`config.mk`:
```
export PLATFORM = sky130hd
export DESIGN_NAME = regfile_lanes_flat
export DESIGN_NICKNAME = d
export VERILOG_FILES = /design/src/rtl/regfile_pkg.sv /design/src/rtl/regfile_lanes_if.sv /design/src/rtl/lane_reg.sv /design/src/rtl/regfile_lanes.sv /design/src/flat_wrapper.sv
export SDC_FILE = /design/constraint.sdc
export NUM_CORES = 1
export LEC_CHECK = 0
export ABC_CLOCK_PERIOD_IN_PS = 4900
export BUFFER_PORTS_ARGS = -buffer_cell sky130_fd_sc_hd__buf_2
export CAP_MARGIN = 20
export CORE_MARGIN = 2
export CORE_UTILIZATION = 50
export CTS_BUF_LIST = sky130_fd_sc_hd__clkbuf_4 sky130_fd_sc_hd__clkbuf_8 sky130_fd_sc_hd__clkbuf_16
export DETAILED_ROUTE_END_ITERATION = 12
export GPL_ROUTABILITY_DRIVEN = 1
export HOLD_SLACK_MARGIN = 0.06
export PLACE_DENSITY = 0.69
export SLEW_MARGIN = 40
export SYNTH_ARGS = -nofsm -noshare
export SYNTH_HDL_FRONTEND = slang
export SYNTH_SLANG_ARGS = --single-unit
```
`constraint.sdc`:
```
create_clock -name clk -period 4.9 [get_ports clk]
set_input_delay 0.98 -clock clk [delete_from_list [all_inputs] [get_ports clk]]
set_output_delay 0.98 -clock clk [all_outputs]
set_load 0.01 [all_outputs]
```
`src/rtl/regfile_pkg.sv`:
```
// Shared types and helpers for the lane-writable register bank.
// Optional same-cycle write bypass is enabled by defining REGFILE_BYPASS_EN.
package regfile_pkg;

  // Scrub sequencer states
  typedef enum logic [1:0] {
    IDLE  = 2'd0,
    SCRUB = 2'd1,
    DONE  = 2'd2
  } state_e;

  // Lane width in bits for an entry of `width` bits split into `lanes` lanes
  function automatic int lw(input int width, input int lanes);
    return width / lanes;
  endfunction

endpackage

```
`src/rtl/regfile_lanes_if.sv`:
```
// Bus bundle for regfile_lanes: write port, two read ports, scrub handshake
// and a debug view of the scrub sequencer state.
//
// Handshake: scrub_req is a level sampled only while the sequencer is IDLE;
// once taken, busy stays high for exactly DEPTH cycles, then done pulses for
// one cycle. Requests seen while busy or done are dropped, not queued.
// Writes need no handshake: any cycle with we=1 outside SCRUB is accepted.
interface regfile_lanes_if #(
  parameter int WIDTH = 16,
  parameter int LANES = 2,
  parameter int DEPTH = 8
);
  import regfile_pkg::*;

  localparam int AW = $clog2(DEPTH);

  logic             we;
  logic [AW-1:0]    waddr;
  logic [LANES-1:0] wlane;
  logic [WIDTH-1:0] wdata;
  logic [AW-1:0]    raddr_a;
  logic [AW-1:0]    raddr_b;
  logic [WIDTH-1:0] rdata_a;
  logic [WIDTH-1:0] rdata_b;
  logic             scrub_req;
  logic             busy;
  logic             done;
  logic             wr_err;
  state_e           dbg_state;

  modport master (
    output we, waddr, wlane, wdata, raddr_a, raddr_b, scrub_req,
    input  rdata_a, rdata_b, busy, done, wr_err, dbg_state
  );

  modport slave (
    input  we, waddr, wlane, wdata, raddr_a, raddr_b, scrub_req,
    output rdata_a, rdata_b, busy, done, wr_err, dbg_state
  );

endinterface

```
`src/rtl/lane_reg.sv`:
```
// One register-bank entry: per-lane load mask, synchronous zero (used by
// the scrub sequencer, wins over load) and asynchronous clear.
module lane_reg #(
  parameter int WIDTH = 16,
  parameter int LANES = 2
) (
  input  logic             clk,
  input  logic             clear,
  input  logic             zero_i,
  input  logic [LANES-1:0] load_i,
  input  logic [WIDTH-1:0] d_i,
  output logic [WIDTH-1:0] q_o
);
  import regfile_pkg::*;

  localparam int LW = lw(WIDTH, LANES);

  logic [WIDTH-1:0] q_q;
  logic [WIDTH-1:0] q_d;

  // Next value: zero the whole entry, or merge the selected lanes
  always_comb begin
    q_d = q_q;
    if (zero_i) begin
      q_d = '0;
    end else begin
      for (int l = 0; l < LANES; l++) begin
        if (load_i[l]) q_d[l*LW +: LW] = d_i[l*LW +: LW];
      end
    end
  end

  // Entry storage with asynchronous clear
  always_ff @(posedge clk or posedge clear) begin
    if (clear) q_q <= '0;
    else       q_q <= q_d;
  end

  assign q_o = q_q;

endmodule

```
`src/rtl/regfile_lanes.sv`:
```
// Lane-writable register bank with two combinational read ports and a
// hardware scrub sequencer that zeroes one entry per cycle.
// Define REGFILE_BYPASS_EN to forward accepted write data to a read port
// addressing the entry being written in the same cycle.
module regfile_lanes #(
  parameter int WIDTH = 16,
  parameter int LANES = 2,
  parameter int DEPTH = 8
) (
  input logic           clk,
  input logic           clear,
  regfile_lanes_if.slave bus
);
  import regfile_pkg::*;

  localparam int AW = $clog2(DEPTH);
  localparam int LW = lw(WIDTH, LANES);
  localparam logic [AW-1:0] LAST = AW'(DEPTH - 1);

  state_e        state_q;
  logic [AW-1:0] ptr_q;
  logic          wr_err_q;
  logic          wr_accept;
  logic [WIDTH-1:0] ent [DEPTH];

  // Writes are only honoured outside the scrub window
  assign wr_accept = bus.we && (state_q == IDLE || state_q == DONE);

  // Scrub sequencer, scrub pointer and dropped-write flag
  always_ff @(posedge clk or posedge clear) begin
    if (clear) begin
      state_q  <= IDLE;
      ptr_q    <= '0;
      wr_err_q <= 1'b0;
    end else begin
      wr_err_q <= bus.we && (state_q == SCRUB);
      case (state_q)
        IDLE: begin
          if (bus.scrub_req) begin
            state_q <= SCRUB;
            ptr_q   <= '0;
          end
        end
        SCRUB: begin
          ptr_q <= ptr_q + AW'(1);
          if (ptr_q == LAST) state_q <= DONE;
        end
        DONE:    state_q <= IDLE;
        default: state_q <= IDLE;
      endcase
    end
  end

  // Entry array with write/scrub decode
  for (genvar e = 0; e < DEPTH; e++) begin : g_ent
    logic [LANES-1:0] load;
    logic             zero;

    assign load = (wr_accept && bus.waddr == AW'(e)) ? bus.wlane : '0;
    assign zero = (state_q == SCRUB) && (ptr_q == AW'(e));

    lane_reg #(
      .WIDTH (WIDTH),
      .LANES (LANES)
    ) u_reg (
      .clk    (clk),
      .clear  (clear),
      .zero_i (zero),
      .load_i (load),
      .d_i    (bus.wdata),
      .q_o    (ent[e])
    );
  end

  // Combinational read ports, optionally forwarding the accepted write
  always_comb begin
    bus.rdata_a = ent[bus.raddr_a];
    bus.rdata_b = ent[bus.raddr_b];
`ifdef REGFILE_BYPASS_EN
    for (int l = 0; l < LANES; l++) begin
      if (wr_accept && bus.wlane[l] && bus.raddr_a == bus.waddr)
        bus.rdata_a[l*LW +: LW] = bus.wdata[l*LW +: LW];
      if (wr_accept && bus.wlane[l] && bus.raddr_b == bus.waddr)
        bus.rdata_b[l*LW +: LW] = bus.wdata[l*LW +: LW];
    end
`endif
  end

  assign bus.busy      = (state_q == SCRUB);
  assign bus.done      = (state_q == DONE);
  assign bus.wr_err    = wr_err_q;
  assign bus.dbg_state = state_q;

endmodule

```
`src/flat_wrapper.sv`:
```
// flat-port wrapper written by rule: the top's interface ports become plain ports
module regfile_lanes_flat import regfile_pkg::*;
#(
  parameter int WIDTH = 16,
  parameter int LANES = 2,
  parameter int DEPTH = 8
)
  (clk, clear, bus_we, bus_waddr, bus_wlane, bus_wdata, bus_raddr_a, bus_raddr_b, bus_scrub_req, bus_rdata_a, bus_rdata_b, bus_busy, bus_done, bus_wr_err, bus_dbg_state);
  regfile_lanes_if #(.WIDTH(WIDTH), .LANES(LANES), .DEPTH(DEPTH)) bus_i ();
  input logic clk;
  input logic clear;
  input wire logic [$bits(bus_i.we)-1:0] bus_we;
  input wire logic [$bits(bus_i.waddr)-1:0] bus_waddr;
  input wire logic [$bits(bus_i.wlane)-1:0] bus_wlane;
  input wire logic [$bits(bus_i.wdata)-1:0] bus_wdata;
  input wire logic [$bits(bus_i.raddr_a)-1:0] bus_raddr_a;
  input wire logic [$bits(bus_i.raddr_b)-1:0] bus_raddr_b;
  input wire logic [$bits(bus_i.scrub_req)-1:0] bus_scrub_req;
  output wire logic [$bits(bus_i.rdata_a)-1:0] bus_rdata_a;
  output wire logic [$bits(bus_i.rdata_b)-1:0] bus_rdata_b;
  output wire logic [$bits(bus_i.busy)-1:0] bus_busy;
  output wire logic [$bits(bus_i.done)-1:0] bus_done;
  output wire logic [$bits(bus_i.wr_err)-1:0] bus_wr_err;
  output wire logic [$bits(bus_i.dbg_state)-1:0] bus_dbg_state;
  assign bus_i.we = bus_we;
  assign bus_i.waddr = bus_waddr;
  assign bus_i.wlane = bus_wlane;
  assign bus_i.wdata = bus_wdata;
  assign bus_i.raddr_a = bus_raddr_a;
  assign bus_i.raddr_b = bus_raddr_b;
  assign bus_i.scrub_req = bus_scrub_req;
  assign bus_rdata_a = bus_i.rdata_a;
  assign bus_rdata_b = bus_i.rdata_b;
  assign bus_busy = bus_i.busy;
  assign bus_done = bus_i.done;
  assign bus_wr_err = bus_i.wr_err;
  assign bus_dbg_state = bus_i.dbg_state;
  regfile_lanes #(.WIDTH(WIDTH), .LANES(LANES), .DEPTH(DEPTH)) u_core (.clk(clk), .clear(clear), .bus(bus_i));
endmodule
```
* After elaboration in Yosys (flattened, before gate mapping)
Cells that the tools add are included.
Widths: inputs -> output; s select.
** Storage, ports and cells
- Memories :: 0
- Input port bits :: 31
- Output and inout bits :: 37
- Bits in latches :: 0
- Register bits :: 134
- Bits in read-only memories :: 0
- Bits in writable memories :: 0
** Operators by class
- Reduce and logical (&&, ||, !) cells :: 41
- Shift-type cells :: 0
- Equal/unequal tests :: 18
- Multiply operators :: 0
- Div/mod/pow operators :: 0
- Mux-type cells :: 43
- Bitwise logic cells :: 2
- Add/sub/neg operators :: 1
- $lt $le $gt $ge :: 2
** Operator list (count)
- $mux 16 :: 12
- $mux 8 :: 16
- $bmux 16 s3 :: 2
- $reduce_bool 2->1 :: 17
- $eq 3x3->1 const B :: 8
- $mux 2 :: 10
- $logic_and 1x1->1 :: 18
- $eq 3x2->1 const B :: 4
- $ge 4x4->1 const B :: 2
- $not 3->4 :: 2
- $eq 3x1->1 const B :: 2
- $logic_not 3->1 :: 2
- $pmux 3 s2 :: 1
- $pmux 2 s2 :: 1
- $reduce_and 2->1 :: 2
- $add 3x1->3 const B :: 1
- $mux 3 :: 1
- $eq 2x1->1 const B :: 1
- $eq 2x2->1 const B :: 1
- $logic_not 2->1 :: 1
- $ne 2x1->1 const B :: 1
- $ne 2x2->1 const B :: 1
- $logic_or 1x1->1 :: 1

* Logic depth before layout (Yosys ltp)
- Depth in word-level cells :: 7
- Depth in mapped cells :: 7
- Gate-level depth less buffers :: 5

* Modules after synthesis
From an unflattened synthesis, not the netlist that was laid out.
** Second synthesis, totals
- Cell total of the unflattened synthesis :: 598
- Area, all modules :: 7945.1 µm²
** By module, submodules not included
- lane_reg :: sequential area each 400.4 µm², cells an instance 53, instances 8, area an instance 663.1 µm²
- regfile_lanes :: sequential area each 150.1 µm², cells an instance 174, instances 1, area an instance 2640.0 µm²

* Worst setup path after synthesis
Ideal clock, no wire load.
- Path kind :: input to output
- Start :: input port bus_raddr_a[1]
- End :: output port bus_rdata_a[1]
- Data required time :: 3.920 ns
- Data arrival time :: 2.052 ns
- Setup slack :: 1.868 ns
- Stages :: 4
- Cells stage by stage :: buf_6 -> buf_6 -> mux4_1 -> mux2_2
** Between the ends
- Word-level cells in the longest chain between the ends :: 4
** RTL lines
- start: declaration :: RTL line flat_wrapper.sv:16 : input wire logic [$bits(bus_i.raddr_a)-1:0] bus_raddr_a;
- $not 3->4 (implied by the code) :: RTL line regfile_lanes.sv:77 : bus.rdata_a = ent[bus.raddr_a];
- $bmux 16 s3 :: RTL line regfile_lanes.sv:77
- $mux 16 (implied by the code) (2 in a row) :: RTL line regfile_lanes.sv:77
- end: declaration :: RTL line flat_wrapper.sv:19 : output wire logic [$bits(bus_i.rdata_a)-1:0] bus_rdata_a;
Every way passes these cells. The select of a mux whose other input is x is not followed.

* Worst setup path after layout
- Start :: input port bus_raddr_a[1]
- End :: output port bus_rdata_a[9]
The elaborated chain is that of the path after synthesis.

==> flow_summary.json <==
{
  "power_leakage_nw": 4.44,
  "syn_area_sq_mm": 0.00797,
  "clk_pin_slew_ns": 0.05,
  "crit_fanout": 17,
  "synthTopCellsByArea": "dfrtp_1 42%, mux4_1 18%, nand2_1 6.2%, o21ai_0 6.0%, nand3_1 5.9%",
  "async_flop_share_pct": 100,
  "grt.overflow.total": 0,
  "synth_edf_count": 0,
  "drive_above_1_share_pct": 21.4,
  "startpoint_type": "primary input",
  "fin_crit_sh_pct": 76.0,
  "syn_area_per_cell_sq_um": 11.0,
  "track_usage_pct": 30.0,
  "netlist.area_leader.share_pct": 42.1,
  "vias_per_cell": 6.58,
  "r2r_cells": 4,
  "place_inst": 956,
  "rows": 46,
  "finClkSkew_ns": 0.00671,
  "hold_depth": 2,
  "synth_cell_types": 31,
  "rsz0062_at_grt": "no",
  "grt_pass1_vias": 6403,
  "core_sq_mm": 0.0157,
  "critPathArrivalTime_ns": 2.74,
  "area_growth_pct": 13.5,
  "antenna_found_initial": 0,
  "dieWidth_um": 130,
  "grt_max_degree": 59,
  "drt_iter0_drc": 850,
  "synth_nets": 759,
  "detail-route-antenna-nets": 0,
  "cap_viol_max_count": 0,
  "slew_headroom_pct": 45.9,
  "firstDrtPassIters": 6,
  "worst_pin_slew_ns": 0.812,
  "synth-seq-cells": 134,
  "numPortBuffers": 67,
  "dr_total_vias": 6508,
  "wire_per_inst_um": 24.8,
  "clk_path_buf_depth": 2,
  "final_cells": 989,
  "wirelength_um": 24500,
  "fmax_mhz": 269,
  "dieArea_sq_mm": 0.0170,
  "vdd_drop_max_mv": 0.299,
  "die_h_um": 130,
  "dp_hpwl_um": 15700,
  "gp_congestion": 0.921,
  "cts_resized": 0,
  "post_cts_buffers": 0,
  "powerDensity_mw_per_mm2": 497,
  "io_pins": 68,
  "fill_cells": 1273,
  "p_comb_share_pct": 29.1,
  "status": "finished, final reports clean",
  "syn_inst": 722,
  "drcViolationCount": 0,
  "netSwitchingFraction_pct": 34.1,
  "drv_slew": 0,
  "cts_sinks": 134,
  "intPower_w": 0.00296,
  "finalCriticalPeriod_ns": 3.72,
  "setup_viol_count_final": 0,
  "ys.flop_type": "dfrtp_1",
  "htree_levels": 4,
  "hp-class": "flop to flop",
  "timing_hold_violations_final": 0,
  "seq_area_frac_synth_pct": 42.1,
  "pwr-share-seq_pct": 40.5,
  "start_util_pct": 50.7,
  "yosys.area.top_type": "dfrtp_1",
  "cts_hold_buf": 0,
  "insertion_delay_ns": 0.43,
  "cts_buffers": 17,
  "power.clock.fraction_pct": 30.4,
  "cts_tree": "done",
  "critical_path_class": "primary input to output port",
  "nets": 797,
  "power.total_w": 0.00449,
  "critPathCaptureType": "output port",
  "p_switching_w": 0.00153,
  "grt_pass1_wl_um": 37300,
  "required_ns": 3.92,
  "setup-tns-final_ns": 0,
  "final_util_pct": 57.6,
  "synth_warnings": 0,
  "cts_root_buffer": "clkbuf_16"
}
-- synth_stat cells, drive strengths merged, types with 2 or more instances --
cell / n
mux2i: 33
and4bb: 2
mux2: 32
nand3b: 2
nand2: 136
inv: 23
nand3: 94
buf: 39
dfrtp: 134
mux4: 64
nand4bb: 5
and2: 11
nand4b: 3
nor2: 5
nor2b: 3
clkbuf: 25
ha: 6
o21ai: 98
nand4: 2
-- state kept, by name (all words and copies together), names as in the netlist --
register,cells
u_core.bus.dbg_state,2
u_core.bus.wr_err,1
u_core.g_ent.u_reg.q_o,128
u_core.ptr_q,3
-- final cells by class --
class	count	area, sq um	share of cell area, %
inverter	23	88.8	0.982
antenna	2	5.00	0.0553
sequential	134	3350	37.1
clock inverter	9	151	1.67
timing repair buffer	83	495	5.48
clock buffer	21	468	5.17
multi-input combinational	501	4210	46.6
tap	216	270	2.99
-- power groups by stage --
stage,combinational (W),clock [W],sequential (W)
2_1_floorplan,0.000918,0,0.00164
5_1_grt,0.00141,0.00141,0.00186
6_report,0.00131,0.00137,0.00182
4_1_cts,0.00129,0.00137,0.00180
3_3_place_gp,0.00120,0,0.00177
3_5_place_dp,0.00129,0,0.00180
-- placed cells by master, fill, tap and decap left out, types with 4 or more instances in the layout --
master / n
nand3_1: 94
mux2_2: 32
buf_6: 4
inv_1: 22
nand2_1: 132
nand2_2: 4
dfrtp_1: 134
and2_1: 6
nor2_1: 5
buf_2: 67
ha_1: 6
mux4_2: 8
and2_0: 4
buf_4: 10
clkbuf_16: 17
mux2i_1: 33
o21ai_0: 95
mux4_1: 56
bufinv_16: 4
-- worst max-delay path, cell delays in order --
cell	delay, ns
buf_2	0.48
buf_12	0.25
mux4_1	0.59
mux2_2	0.29
buf_2	0.14
-- metal layers --
layer  GRT usage (%)  up-vias  wire length (um)  share of wire, %
met1            41.8     3313              9510                39
met3            7.01       60              2610                11
li1                -     2735                 -                 -
met4            12.7        0               632               2.6
met5               0        -                 0                 0
met2            45.7      400             11800                48
-- logic make-up (layout without fill, tap and decap cells) --
| family | after synthesis | count (layout) | synth area share, % |
|---|---|---|---|
| adders and majority gates | 6 | 6 | 0.942 |
| AOI/OAI and AO/OA | 100 | 100 | 6.36 |
| and+or+nand+nor | 266 | 266 | 16.0 |
| DFF | 134 | 134 | 42.1 |
| muxes | 129 | 129 | 29.4 |
| buffers and inverters | 87 | 136 | 5.24 |
| other | 0 | 2 | 0 |
-- path summary, 6_finish.rpt --
path                                               from                             to  slack [ns]
max                                      bus_raddr_a[1]                 bus_rdata_a[9]        1.18
min                        u_core.g_ent[6].u_reg.q_o[5]   u_core.g_ent[6].u_reg.q_o[5]        0.54
max reg2reg                     u_core.bus.dbg_state[0]   u_core.g_ent[6].u_reg.q_o[1]        2.48
min reg2reg                u_core.g_ent[6].u_reg.q_o[5]   u_core.g_ent[6].u_reg.q_o[5]        0.54
max in group asynchronous                         clear   u_core.g_ent[6].u_reg.q_o[5]        3.16
min in group asynchronous                         clear  u_core.g_ent[3].u_reg.q_o[10]        0.66
-- through the flow --
stage | hold slack (ns) | cell area (sq um) | setup slack [ns]
6_report | 0.540 | 9040 | 1.18
5_1_grt | 0.566 | 9040 | 1.13
4_1_cts | 0.541 | 9030 | 1.18
3_5_place_dp | 0.532 | 8410 | 1.17
3_3_place_gp | 0.517 | 8340 | 1.21
2_1_floorplan | 0.498 | 7970 | 0.337
(Power assumes the default switching activity.)
